--- config.mk ---
export PLATFORM = sky130hd
export DESIGN_NAME = memory_address_sequencer
export DESIGN_NICKNAME = d
export VERILOG_FILES = /design/src/rtl/memory_address_sequencer.sv
export SDC_FILE = /design/constraint.sdc
export NUM_CORES = 1
export LEC_CHECK = 0
export ABC_AREA = 1
export BUFFER_PORTS_ARGS = -buffer_cell sky130_fd_sc_hd__buf_2
export CORE_MARGIN = 5
export CORE_UTILIZATION = 45
export CTS_BUF_LIST = sky130_fd_sc_hd__clkbuf_4
export DETAILED_ROUTE_END_ITERATION = 6
export PLACE_DENSITY = 0.68
export SLEW_MARGIN = 25
export SYNTH_ARGS = -nofsm -noshare
export SYNTH_HDL_FRONTEND = slang
export SYNTH_SLANG_ARGS = --single-unit
export TNS_END_PERCENT = 1
--- constraint.sdc ---
create_clock -name clk -period 6 [get_ports clk]
set_clock_uncertainty 0.2 [all_clocks]
set_input_delay 0.6 -clock clk [delete_from_list [all_inputs] [get_ports clk]]
set_output_delay 0.6 -clock clk [all_outputs]
set_load 0.05 [all_outputs]
--- src/rtl/memory_address_sequencer.sv ---
// Memory address sequencer: a loadable address register that can also step
// through a strided burst. Each burst beat is offered on address_out with a
// valid/ready handshake. Addresses can optionally wrap inside an inclusive
// [wrap_base, wrap_limit] window.
//
// Ports:
//   clk, reset        rising-edge clock, synchronous active-high reset
//   load, address_in  direct load of the address register (IDLE only)
//   start, burst_len  begin a burst of burst_len beats (IDLE only, 1..MAX_BURST)
//   stride            unsigned per-beat increment, zero-extended
//   wrap_en, wrap_base, wrap_limit   window wrap controls, latched at start
//   addr_ready        memory accepts the current beat
//   address_out       current address register
//   addr_valid, busy  high throughout BURST
//   done              one-cycle pulse after the final beat is accepted
module memory_address_sequencer #(
    parameter int unsigned DATA_WIDTH   = 32,
    parameter int unsigned STRIDE_WIDTH = 8,
    parameter int unsigned MAX_BURST    = 16,
    localparam int unsigned CW          = $clog2(MAX_BURST + 1)
) (
    input  logic                    clk,
    input  logic                    reset,
    input  logic                    load,
    input  logic [DATA_WIDTH-1:0]   address_in,
    input  logic                    start,
    input  logic [CW-1:0]           burst_len,
    input  logic [STRIDE_WIDTH-1:0] stride,
    input  logic                    wrap_en,
    input  logic [DATA_WIDTH-1:0]   wrap_base,
    input  logic [DATA_WIDTH-1:0]   wrap_limit,
    input  logic                    addr_ready,
    output logic [DATA_WIDTH-1:0]   address_out,
    output logic                    addr_valid,
    output logic                    busy,
    output logic                    done
);

    typedef enum logic [0:0] {StIdle, StBurst} state_e;

    state_e                  state_q, state_d;
    logic [DATA_WIDTH-1:0]   address_q;
    logic [CW-1:0]           count_q;
    logic [STRIDE_WIDTH-1:0] stride_q;
    logic                    wrap_en_q;
    logic [DATA_WIDTH-1:0]   base_q;
    logic [DATA_WIDTH-1:0]   limit_q;
    logic                    done_q;

    logic                    len_legal;
    logic                    start_ok;
    logic                    accept;
    logic                    last_beat;
    logic [DATA_WIDTH:0]     sum_ext;
    logic [DATA_WIDTH-1:0]   next_addr;

    assign len_legal = (burst_len != '0) && (burst_len <= CW'(MAX_BURST));
    assign start_ok  = (state_q == StIdle) && start && len_legal;
    assign accept    = (state_q == StBurst) && addr_ready;
    assign last_beat = accept && (count_q == CW'(1));

    // Extra top bit captures the carry so a wrap-around of the full address
    // space also counts as leaving the window.
    assign sum_ext = {1'b0, address_q} + {1'b0, DATA_WIDTH'(stride_q)};

    always_comb begin
        next_addr = sum_ext[DATA_WIDTH-1:0];
        if (wrap_en_q && (sum_ext[DATA_WIDTH] || (sum_ext[DATA_WIDTH-1:0] > limit_q))) begin
            next_addr = base_q;
        end
    end

    // State register
    always_ff @(posedge clk) begin
        if (reset) begin
            state_q <= StIdle;
        end else begin
            state_q <= state_d;
        end
    end

    // Next-state logic
    always_comb begin
        state_d = state_q;
        unique case (state_q)
            StIdle:  if (start_ok)  state_d = StBurst;
            StBurst: if (last_beat) state_d = StIdle;
            default: state_d = StIdle;
        endcase
    end

    // Outputs decoded from state
    always_comb begin
        addr_valid = 1'b0;
        busy       = 1'b0;
        if (state_q == StBurst) begin
            addr_valid = 1'b1;
            busy       = 1'b1;
        end
    end

    // Datapath: address, beat counter and burst configuration
    always_ff @(posedge clk) begin
        if (reset) begin
            address_q <= '0;
            count_q   <= '0;
            stride_q  <= '0;
            wrap_en_q <= 1'b0;
            base_q    <= '0;
            limit_q   <= '0;
            done_q    <= 1'b0;
        end else begin
            done_q <= last_beat;
            if (state_q == StIdle) begin
                // A simultaneous load means the burst starts from address_in.
                if (load) begin
                    address_q <= address_in;
                end
                if (start_ok) begin
                    count_q   <= burst_len;
                    stride_q  <= stride;
                    wrap_en_q <= wrap_en;
                    base_q    <= wrap_base;
                    limit_q   <= wrap_limit;
                end
            end else if (accept) begin
                address_q <= next_addr;
                count_q   <= count_q - CW'(1);
            end
        end
    end

    assign address_out = address_q;
    assign done        = done_q;

endmodule

==> results.tsv, run 1 <==
metric	value	unit
antenna_left	0	
fin_crit_sh	73.2	%
synth-edff-count	0	
ios	150	
peakVddDrop	0.000131	V
die_h	131	µm
ys_types	34	
max_clock_freq	228	MHz
clk_latency	0.50	ns
layout.cells.non_filler	1266	
critPathRequiredTime	6.25	ns
cts_setup_buffers	0	
start_util	45.7	%
cp-start-kind	flip-flop	
yosysWarnings	0	
syn_nets	1120	
worstSetupEndpointType	flip-flop	
fin_setup_tns	0	ns
power_density	250	mW/mm²
outcome	finished, final reports clean	
dpl.hpwl	14.4	mm
first_global_vias	5934	
grt_max_degree	110	
synth_flop_cell	dfxtp_1	
clk_pin_slew_worst_paths	0.17	ns
nFillCells	1476	
hold_start	reset	
leakage	3.63	nW
ys_ff_latch	112	
whs	0.115	ns
dr.pass1.iters	5	
cp_max_fo	33	
synth_compound_area_share	22.5	%
vias_per_cell	5.19	
postCtsResizedCells	0	
ys_seq_area_share	34.0	%
synth_simple_gate_area_share	19.5	%
maxCapViolCount	0	
core_area	0.0144	mm²
critPathKind	flip-flop to flip-flop	
synthCells	962	
area_delta_synth_final	14.7	%
drv_slew	0	
final_cell_mix	162 x a21oi_1, 149 x buf_2, 148 x inv_1	
drive_above_1_share	17.1	%
finalHoldViolCount	0	
io_buffers	149	
drtIter0Drc	441	
fp.dieW	131	µm
gp_congestion	0.931	
nets	1234	
clk_path_buf_depth	2	
cp-startpoint	address_out[0]$_SDFFE_PP0P_	
std_cell_rows	44	
grt_pass1_wl	30.3	mm
grt_overflow	0	
post_dp_cell_area	0.00739	mm²
hold_class	input pin to flip-flop	
remaining_drc_errors	0	
vias	6573	
routed_wl	19.2	mm
synth_top_family_by_area	compound AO/OA/AOI/OAI gates	
synthMuxAreaShare	0	%
global_route.usage.met3	3.46	%
dieArea	0.0172	mm²
cts.sinks	112	
final_design_area_no_fill	0.00756	mm²
setup_viol	0	
period_minus_slack	4.39	ns
cts_tree	done	
r2r_cells	26	
synth_area_per_cell	6.85	µm²
synthArstFlopShare	0	%
cts_root_buf	clkbuf_4	
antenna_found_initial	1	
holdPathStages	2	
r2r-start	address_out[0]$_SDFFE_PP0P_	
avgRoutedWirePerCell	15.2	µm
dp_cells	1249	
final_common_cell	a21oi_1	
synth_fa_ha_area_share	8.28	%
rsz0062_at_grt	false	
worst_slew_pin_slew	0.942	ns
hold_buffers	0	
top_usage_layer	met2	
max_slew_margin	37.2	%
cts_htree_levels	3	
grt_usage	22.3	%
synth_xor_xnor_area_share	3.59	%
worstPathArrival	4.64	ns
grt_util_met2	33.7	%
cts_buffers	9	
syn_area	0.00659	mm²
grtUsageMet1	32.6	%
[synthesized netlist by cell type (3+ instances only)]
cell type / n / share of area (%)
nand2_1: 137 / 7.8
clkbuf_1: 37 / 2.1
o21ai_0: 121 / 9.2
a21oi_1: 163 / 12
nand3_1: 82 / 6.2
nand4_1: 12 / 1.1
nor3_1: 7 / 0.53
xnor2_1: 5 / 0.66
inv_2: 3 / 0.17
a21o_1: 3 / 0.34
buf_6: 3 / 0.51
buf_2: 9 / 0.68
inv_1: 148 / 8.4
xor2_1: 22 / 2.9
nand2_4: 3 / 0.51
nor2_1: 35 / 2.0
nor4_1: 3 / 0.28
dfxtp_1: 112 / 34
ha_1: 42 / 8.0
[layout make-up]
class / instances / area, µm² / area share, %
clock buffer: 9 / 67.6 / 0.894
multi-input combinational: 647 / 3570 / 47.2
inverter: 152 / 571 / 7.55
antenna: 1 / 2.50 / 0.0331
tap: 184 / 230 / 3.05
sequential: 112 / 2240 / 29.7
clock inverter: 7 / 95.1 / 1.26
timing repair buffer: 154 / 783 / 10.4
[state kept, by name, indices dropped and copies added (netlist names)]
name	cells
done	1
wrap_en_q	1
base_q	32
address_out	32
state_q	1
count_q	5
limit_q	32
stride_q	8
[critical path, stage by stage, from the launching register on]
cell	delay (ns)
dfxtp_1	0.37
ha_1	0.25
fa_1	0.39
nand2_1	0.09
inv_2	0.04
nand2_1	0.04
nand2_1	0.14
nand3_2	0.12
nand2_4	0.10
nand2_2	0.10
nor2_2	0.05
nand2_1	0.07
xor2_1	0.34
inv_1	0.08
ha_1	0.28
nand2_1	0.06
nor2_1	0.15
nand2_1	0.09
nor2_1	0.14
nand2_1	0.07
nand2_1	0.05
nand2_1	0.08
nand2_4	0.29
nand2_4	0.31
nand2_1	0.16
nand3_1	0.08
a21oi_1	0.16
[kinds of logic after synthesis]
family,count (synthesis)
compound gates,292
flops,112
buf+inv,203
xor+xnor,27
simple gates,285
fa+ha+maj,43
[metal layers]
metal  wire, µm  up-vias
met5          0        -
met4        303        0
met3       1290       22
met2       8310      202
met1       9310     2949
li1           -     3400
[path summary, 6_finish.rpt]
path                                  end  slack (ns)
max          address_out[20]$_SDFFE_PP0P_        1.61
min                    state_q$_SDFF_PP0_        0.11
max reg2reg  address_out[20]$_SDFFE_PP0P_        1.61
min reg2reg        base_q[6]$_SDFFE_PP0P_        0.27
[report_power, final]
group	total (W)	internal [W]	switching [W]
logic	0.000596	0.000192	0.000404
registers	0.000865	0.000809	0.0000563
clock network	0.000431	0.000170	0.000261
total	0.00189	0.00117	0.000721
[stage by stage]
step                utilization, %  setup WS (ns)  total power, W
finish                        52.4           1.61         0.00189
global route                  52.4           1.24         0.00201
CTS                           52.4           1.62         0.00190
detailed placement            51.2           1.66         0.00147
global placement              51.2           1.75         0.00146
floorplan                        -           2.37         0.00130
(Power assumes the default switching activity.)
==> run 2: changes to the inputs <==
Settings changed: PLACE_DENSITY 0.68 to 0.71.
Clock period 6 ns to 3.5 ns, I/O delays scaled along.
==> run 2 against run 1 <==
Compared with the run above:
- the run now ends with negative setup slack left
- sequential cell count is the same
- non-clock buffer count up 205
- die area is the same
- largest power group is now combinational logic
- setup slack got worse by 1.8 ns
- register-to-register slack lost 1.8 ns
- highest routed layer unchanged
- sequential power up 70%
- critical path depth rose by 1
- global-route usage up 3.8 points
- via count rose by 16%
- combinational power grew to 2.6 times the previous value
- final cell count up 16%
- wire length is 22% higher
==> results.tsv, run 2 (synthesis results as in run 1) <==
metric	value	unit	change
vias	7638		was 6573
whs	0.0529	ns	was 0.115 ns
io_buffers	149		unchanged
violations	negative setup slack		
worst_slew_pin_slew	1.04	ns	was 0.942 ns
cp-start-kind	flip-flop		unchanged
clk_pin_slew_worst_paths	0.16	ns	was 0.17 ns
rsz0062_at_grt	true		was false
cts_root_buf	clkbuf_4		unchanged
core_area	0.0144	mm²	unchanged
crit_top_cell	nand2_4		was nand2_1
grt_usage	26.1	%	was 22.3%
nFillCells	1162		was 1476
worst_path_largest_cell_delay	0.38	ns	was 0.39 ns
cts.sinks	112		unchanged
clk_path_buf_depth	2		unchanged
final_cell_mix	149 x buf_2, 143 x inv_1, 143 x a21oi_1		was 162 x a21oi_1, 149 x buf_2, 148 x inv_1
fp.dieW	131	µm	unchanged
critPathRequiredTime	3.69	ns	was 6.25 ns
dieArea	0.0172	mm²	unchanged
drv_slew	0		unchanged
setup_slack	-0.227	ns	was 1.61 ns
ios	150		unchanged
dpl.hpwl	15.1	mm	was 14.4 mm
start_util	45.7	%	unchanged
worstPathArrival	3.91	ns	was 4.64 ns
clk_latency	0.49	ns	was 0.50 ns
cts_tree	done		unchanged
grt_pass1_wl	35.2	mm	was 30.3 mm
seq_area	0.00225	mm²	was 0.00224 mm²
area_delta_synth_final	52.8	%	was 14.7%
grt_max_degree	149		was 110
std_cell_rows	44		unchanged
dr.pass1.iters	7		was 5
cts_htree_levels	3		unchanged
grt_overflow	0		unchanged
worstSetupEndpointType	flip-flop		unchanged
leakage	4.66	nW	was 3.63 nW
antenna_left	0		unchanged
finalPower	0.00365	W	was 0.00189 W
drive_above_1_share	30.6	%	was 17.1%
peakVddDrop	0.000211	V	was 0.000131 V
final_common_cell	buf_2		was a21oi_1
multiInputGateArea	0.00415	mm²	was 0.00357 mm²
critPathKind	flip-flop to flip-flop		unchanged
first_global_vias	7189		was 5934
crit_buf_inv	5		was 2
hold_class	input pin to flip-flop		unchanged
remaining_drc_errors	0		unchanged
fin_crit_sh	106	%	was 73.2%
outcome	finished with violations		was finished, final reports clean
crit_family	simple AND/OR/NAND/NOR gates		unchanged
nets	1439		was 1234
slowest_stage	fa_2		was fa_1
die_h	131	µm	unchanged
max_slew_margin	30.8	%	was 37.2%
maxCapViolCount	0		unchanged
vias_per_cell	5.19		about the same
period_minus_slack	3.73	ns	was 4.39 ns
routed_wl	23.4	mm	was 19.2 mm
cts_buffers	9		unchanged
drtIter0Drc	623		was 441
avgRoutedWirePerCell	15.9	µm	was 15.2 µm
cp_max_fo	8		was 33
antenna_found_initial	1		unchanged
setup_viol	32		was 0
finalHoldViolCount	0		unchanged
max_clock_freq	268	MHz	was 228 MHz
gp_congestion	0.920		was 0.931
power_density	363	mW/mm²	was 250 mW/mm²
## run 2: cell count changes in the layout (fill, tap and decap cells not counted), moves of 15 or more
cell           delta
a21oi_1          -19
nand2_1          -24
buf_4            +84
nand2_2          +19
dlygate4sd3_1   +108
nand3_1          -15
a21oi_2          +18
## run 2: where the power goes
part,internal [W],leakage [nW],switching [W]
combinational,0.000649,3.66,0.000882
sequential,0.00139,0.928,0.0000812
clock,0.000222,0.0722,0.000427
## run 2: area by class of cell
class | instances | share of cell area (%)
Antenna cell | 1 | 0.0248
Clock inverter | 6 | 0.596
Multi-Input combinational cell | 647 | 41.2
Clock buffer | 10 | 0.745
Tap cell | 184 | 2.29
Inverter | 152 | 5.67
Sequential cell | 112 | 22.4
Timing Repair Buffer | 359 | 27.1
## run 2: routing by layer
metal / routed length [µm] / global-route usage [%] / vias up
met5: 0 / 0 / -
met4: 596 / 9.44 / 0
met3: 1660 / 3.37 / 47
met2: 10800 / 41.7 / 336
met1: 10300 / 36.1 / 3443
li1: - / - / 3812
## run 2: worst paths after layout
| check | startpoint | endpoint | slack [ns] | cells past startpoint |
|---|---|---|---|---|
| max | stride_q[0]$_SDFFE_PP0P_ | address_out[3]$_SDFFE_PP0P_ | -0.23 | 27 |
| min | burst_len[4] | count_q[4]$_SDFFE_PP0P_ | 0.05 | 5 |
| min reg2reg | limit_q[0]$_SDFFE_PP0P_ | limit_q[0]$_SDFFE_PP0P_ | 0.27 | 2 |
| max reg2reg | stride_q[0]$_SDFFE_PP0P_ | address_out[3]$_SDFFE_PP0P_ | -0.23 | 27 |
## run 2: timing repair
item,CTS,global route
hold buffers,107,1
resized for setup,34,100
pin swaps,19,50
gates cloned,1,2
endpoints found under the setup margin,32,32
buffers inserted,5,9
endpoints found under the hold margin,108,1
## run 2: through the flow
| step | util [%] | setup TNS [ns] | std cells | area (µm²) | worst slack, ns |
|---|---|---|---|---|---|
| 5_1_grt | 69.8 | -12.39 | 1471 | 10100 | -0.429 |
| 4_1_cts | 65.8 | -3.77 | 1458 | 9500 | -0.139 |
| 3_3_place_gp | 55.9 | -8.65 | 1329 | 8060 | -0.322 |
| 6_report | 69.8 | -5.57 | 1471 | 10100 | -0.227 |
| 2_1_floorplan | - | 0 | 962 | 6600 | 0.00814 |
| 3_5_place_dp | 55.9 | -10.34 | 1329 | 8060 | -0.367 |
## run 2: tightest hold or removal path, cell delays in order
cell and delay, ns:
buf_2 0.10, inv_1 0.07, nand2_1 0.05, o21ai_0 0.07, a21oi_1 0.07
==> run 3: changes to the inputs <==
==> constraint.sdc (replaced) <==
create_clock -name clk -period 3.5 [get_ports clk]
set_clock_uncertainty 0.2 [all_clocks]
set_input_delay 0.7 -clock clk [delete_from_list [all_inputs] [get_ports clk]]
set_output_delay 0.7 -clock clk [all_outputs]
set_load 0.05 [all_outputs]
==> run 3 against run 2 <==
Compared with the run above:
- the flow still finishes with violations (negative setup slack)
- critical endpoint is now address_out[21]$_SDFFE_PP0P_
- critical path depth down 2
- die area did not move
- global-route usage fell by 2.9 points
- register-to-register slack improved by 0.09 ns
- largest power group is now registers
- count of clock-buffer cells in the layout decreased by 1
- highest routed layer unchanged
- first-iteration DRC count fell by 4.3%
- setup slack gained 0.093 ns
- core utilization fell by 8.4 points
- fmax rose by 2.6%
==> results.tsv, run 3 (synthesis results as in run 1) <==
metric	value	unit	change
final_common_cell	buf_2		unchanged
slowest_stage	fa_2		unchanged
worstSetupEndpointType	flip-flop		unchanged
worst_slew_pin_slew	0.997	ns	was 1.04 ns
fin_crit_sh	104	%	was 106%
avgRoutedWirePerCell	15.1	µm	was 15.9 µm
ios	150		unchanged
dieArea	0.0172	mm²	unchanged
dpl.hpwl	15.3	mm	was 15.1 mm
outcome	finished with violations		unchanged
peakVddDrop	0.000282	V	was 0.000211 V
drtIter0Drc	596		was 623
power_density	409	mW/mm²	was 363 mW/mm²
nets	1330		was 1439
antenna_found_initial	1		unchanged
start_util	45.7	%	unchanged
hold_class	input pin to flip-flop		unchanged
dr.pass1.iters	5		was 7
drive_above_1_share	30.9	%	was 30.6%
violations	negative setup slack		unchanged
core_area	0.0144	mm²	unchanged
fp.dieW	131	µm	unchanged
gp_congestion	0.969		was 0.920
area_delta_synth_final	34.4	%	was 52.8%
grt_usage	23.2	%	was 26.1%
grt_overflow	0		unchanged
setup_viol	31		was 32
rsz0062_at_grt	true		unchanged
routed_wl	20.6	mm	was 23.4 mm
clk_path_buf_depth	2		unchanged
vias	7027		was 7638
final_util	61.4	%	was 69.8%
final_cell_mix	149 x buf_2, 148 x inv_1, 148 x a21oi_1		was 149 x buf_2, 143 x inv_1, 143 x a21oi_1
critPathKind	flip-flop to flip-flop		unchanged
worstPathArrival	3.88	ns	was 3.91 ns
max_clock_freq	275	MHz	was 268 MHz
worst_path_largest_cell_delay	0.39	ns	was 0.38 ns
max_slew_margin	33.4	%	was 30.8%
whs	0.189	ns	was 0.0529 ns
cts_root_buf	clkbuf_4		unchanged
grt_pass1_wl	31.3	mm	was 35.2 mm
clk_latency	0.50	ns	was 0.49 ns
std_cell_rows	44		unchanged
grt_max_degree	75		was 149
critPathRequiredTime	3.74	ns	was 3.69 ns
cts_htree_levels	3		unchanged
period_minus_slack	3.63	ns	was 3.73 ns
leakage	4.21	nW	was 4.66 nW
drv_slew	0		unchanged
io_buffers	149		unchanged
setup_slack	-0.134	ns	was -0.227 ns
cts_tree	done		unchanged
hold_buffers	0		was 107
cp-start-kind	flip-flop		unchanged
antenna_left	0		unchanged
clk_pin_slew_worst_paths	0.18	ns	was 0.16 ns
cts_buffers	9		unchanged
die_h	131	µm	unchanged
vias_per_cell	5.16		was 5.19
finalHoldViolCount	0		unchanged
remaining_drc_errors	0		unchanged
cp_max_fo	8		unchanged
cts.sinks	112		unchanged
first_global_vias	6273		was 7189
maxCapViolCount	0		unchanged
-- run 3: critical path: cells and delay by family, from the launching register on --
family	cells	cell delay, ns
buffers and inverters	4	0.42
AND/OR/NAND/NOR	16	1.46
XOR/XNOR	1	0.18
AO/OA/AOI/OAI	1	0.14
flip-flops	1	0.37
adder cells (fa/ha/maj)	3	0.83
-- run 3: cell type report --
class / instances / area (µm²)
clock inverters: 7 / 128
multi-input cells: 647 / 4010
diodes: 1 / 2.50
clock buffers: 9 / 67.6
inverters: 152 / 571
fillers: 1340 / 5570
flip-flops and latches: 112 / 2250
well taps: 184 / 230
repair buffers: 250 / 1600
-- run 3: stage by stage --
stage,power [W],TNS (ns),cells,worst slack [ns],area (µm²)
6_report,0.00362,-3.10,1362,-0.134,8860
5_1_grt,0.00383,-8.50,1362,-0.295,8860
4_1_cts,0.00354,-2.10,1352,-0.112,8470
3_5_place_dp,0.00268,-10.09,1328,-0.382,8050
3_3_place_gp,0.00267,-8.55,1328,-0.302,8050
2_1_floorplan,0.00224,0,962,0.00814,6600
-- run 3: what timing repair did --
action                     4_1_cts  5_1_grt
gates cloned                     0        1
setup buffers                    8        8
gates resized for setup         34       62
setup endpoints to repair       32       32
pin swaps                       12       29
-- run 3: path summary, 6_finish.rpt --
check                      startpoint  slack (ns)                            to  cells after the start
max reg2reg  stride_q[0]$_SDFFE_PP0P_       -0.13  address_out[21]$_SDFFE_PP0P_                     25
min                             reset        0.19            state_q$_SDFF_PP0_                      2
max          stride_q[0]$_SDFFE_PP0P_       -0.13  address_out[21]$_SDFFE_PP0P_                     25
min reg2reg    base_q[4]$_SDFFE_PP0P_        0.26        base_q[4]$_SDFFE_PP0P_                      2
-- run 3: metal layers --
metal  share of wire [%]  global-route usage (%)  vias up
met5                   0                       0        -
met4                 1.8                    8.47        0
met3                 6.9                    3.86       22
met2                  44                    34.3      237
met1                  47                    33.8     3192
li1                    -                       -     3576
-- run 3: power by group --
part           internal [W]  switching (W)
Sequential          0.00139      0.0000822
Combinational      0.000519       0.000809
Clock              0.000371       0.000448
Total               0.00228        0.00134
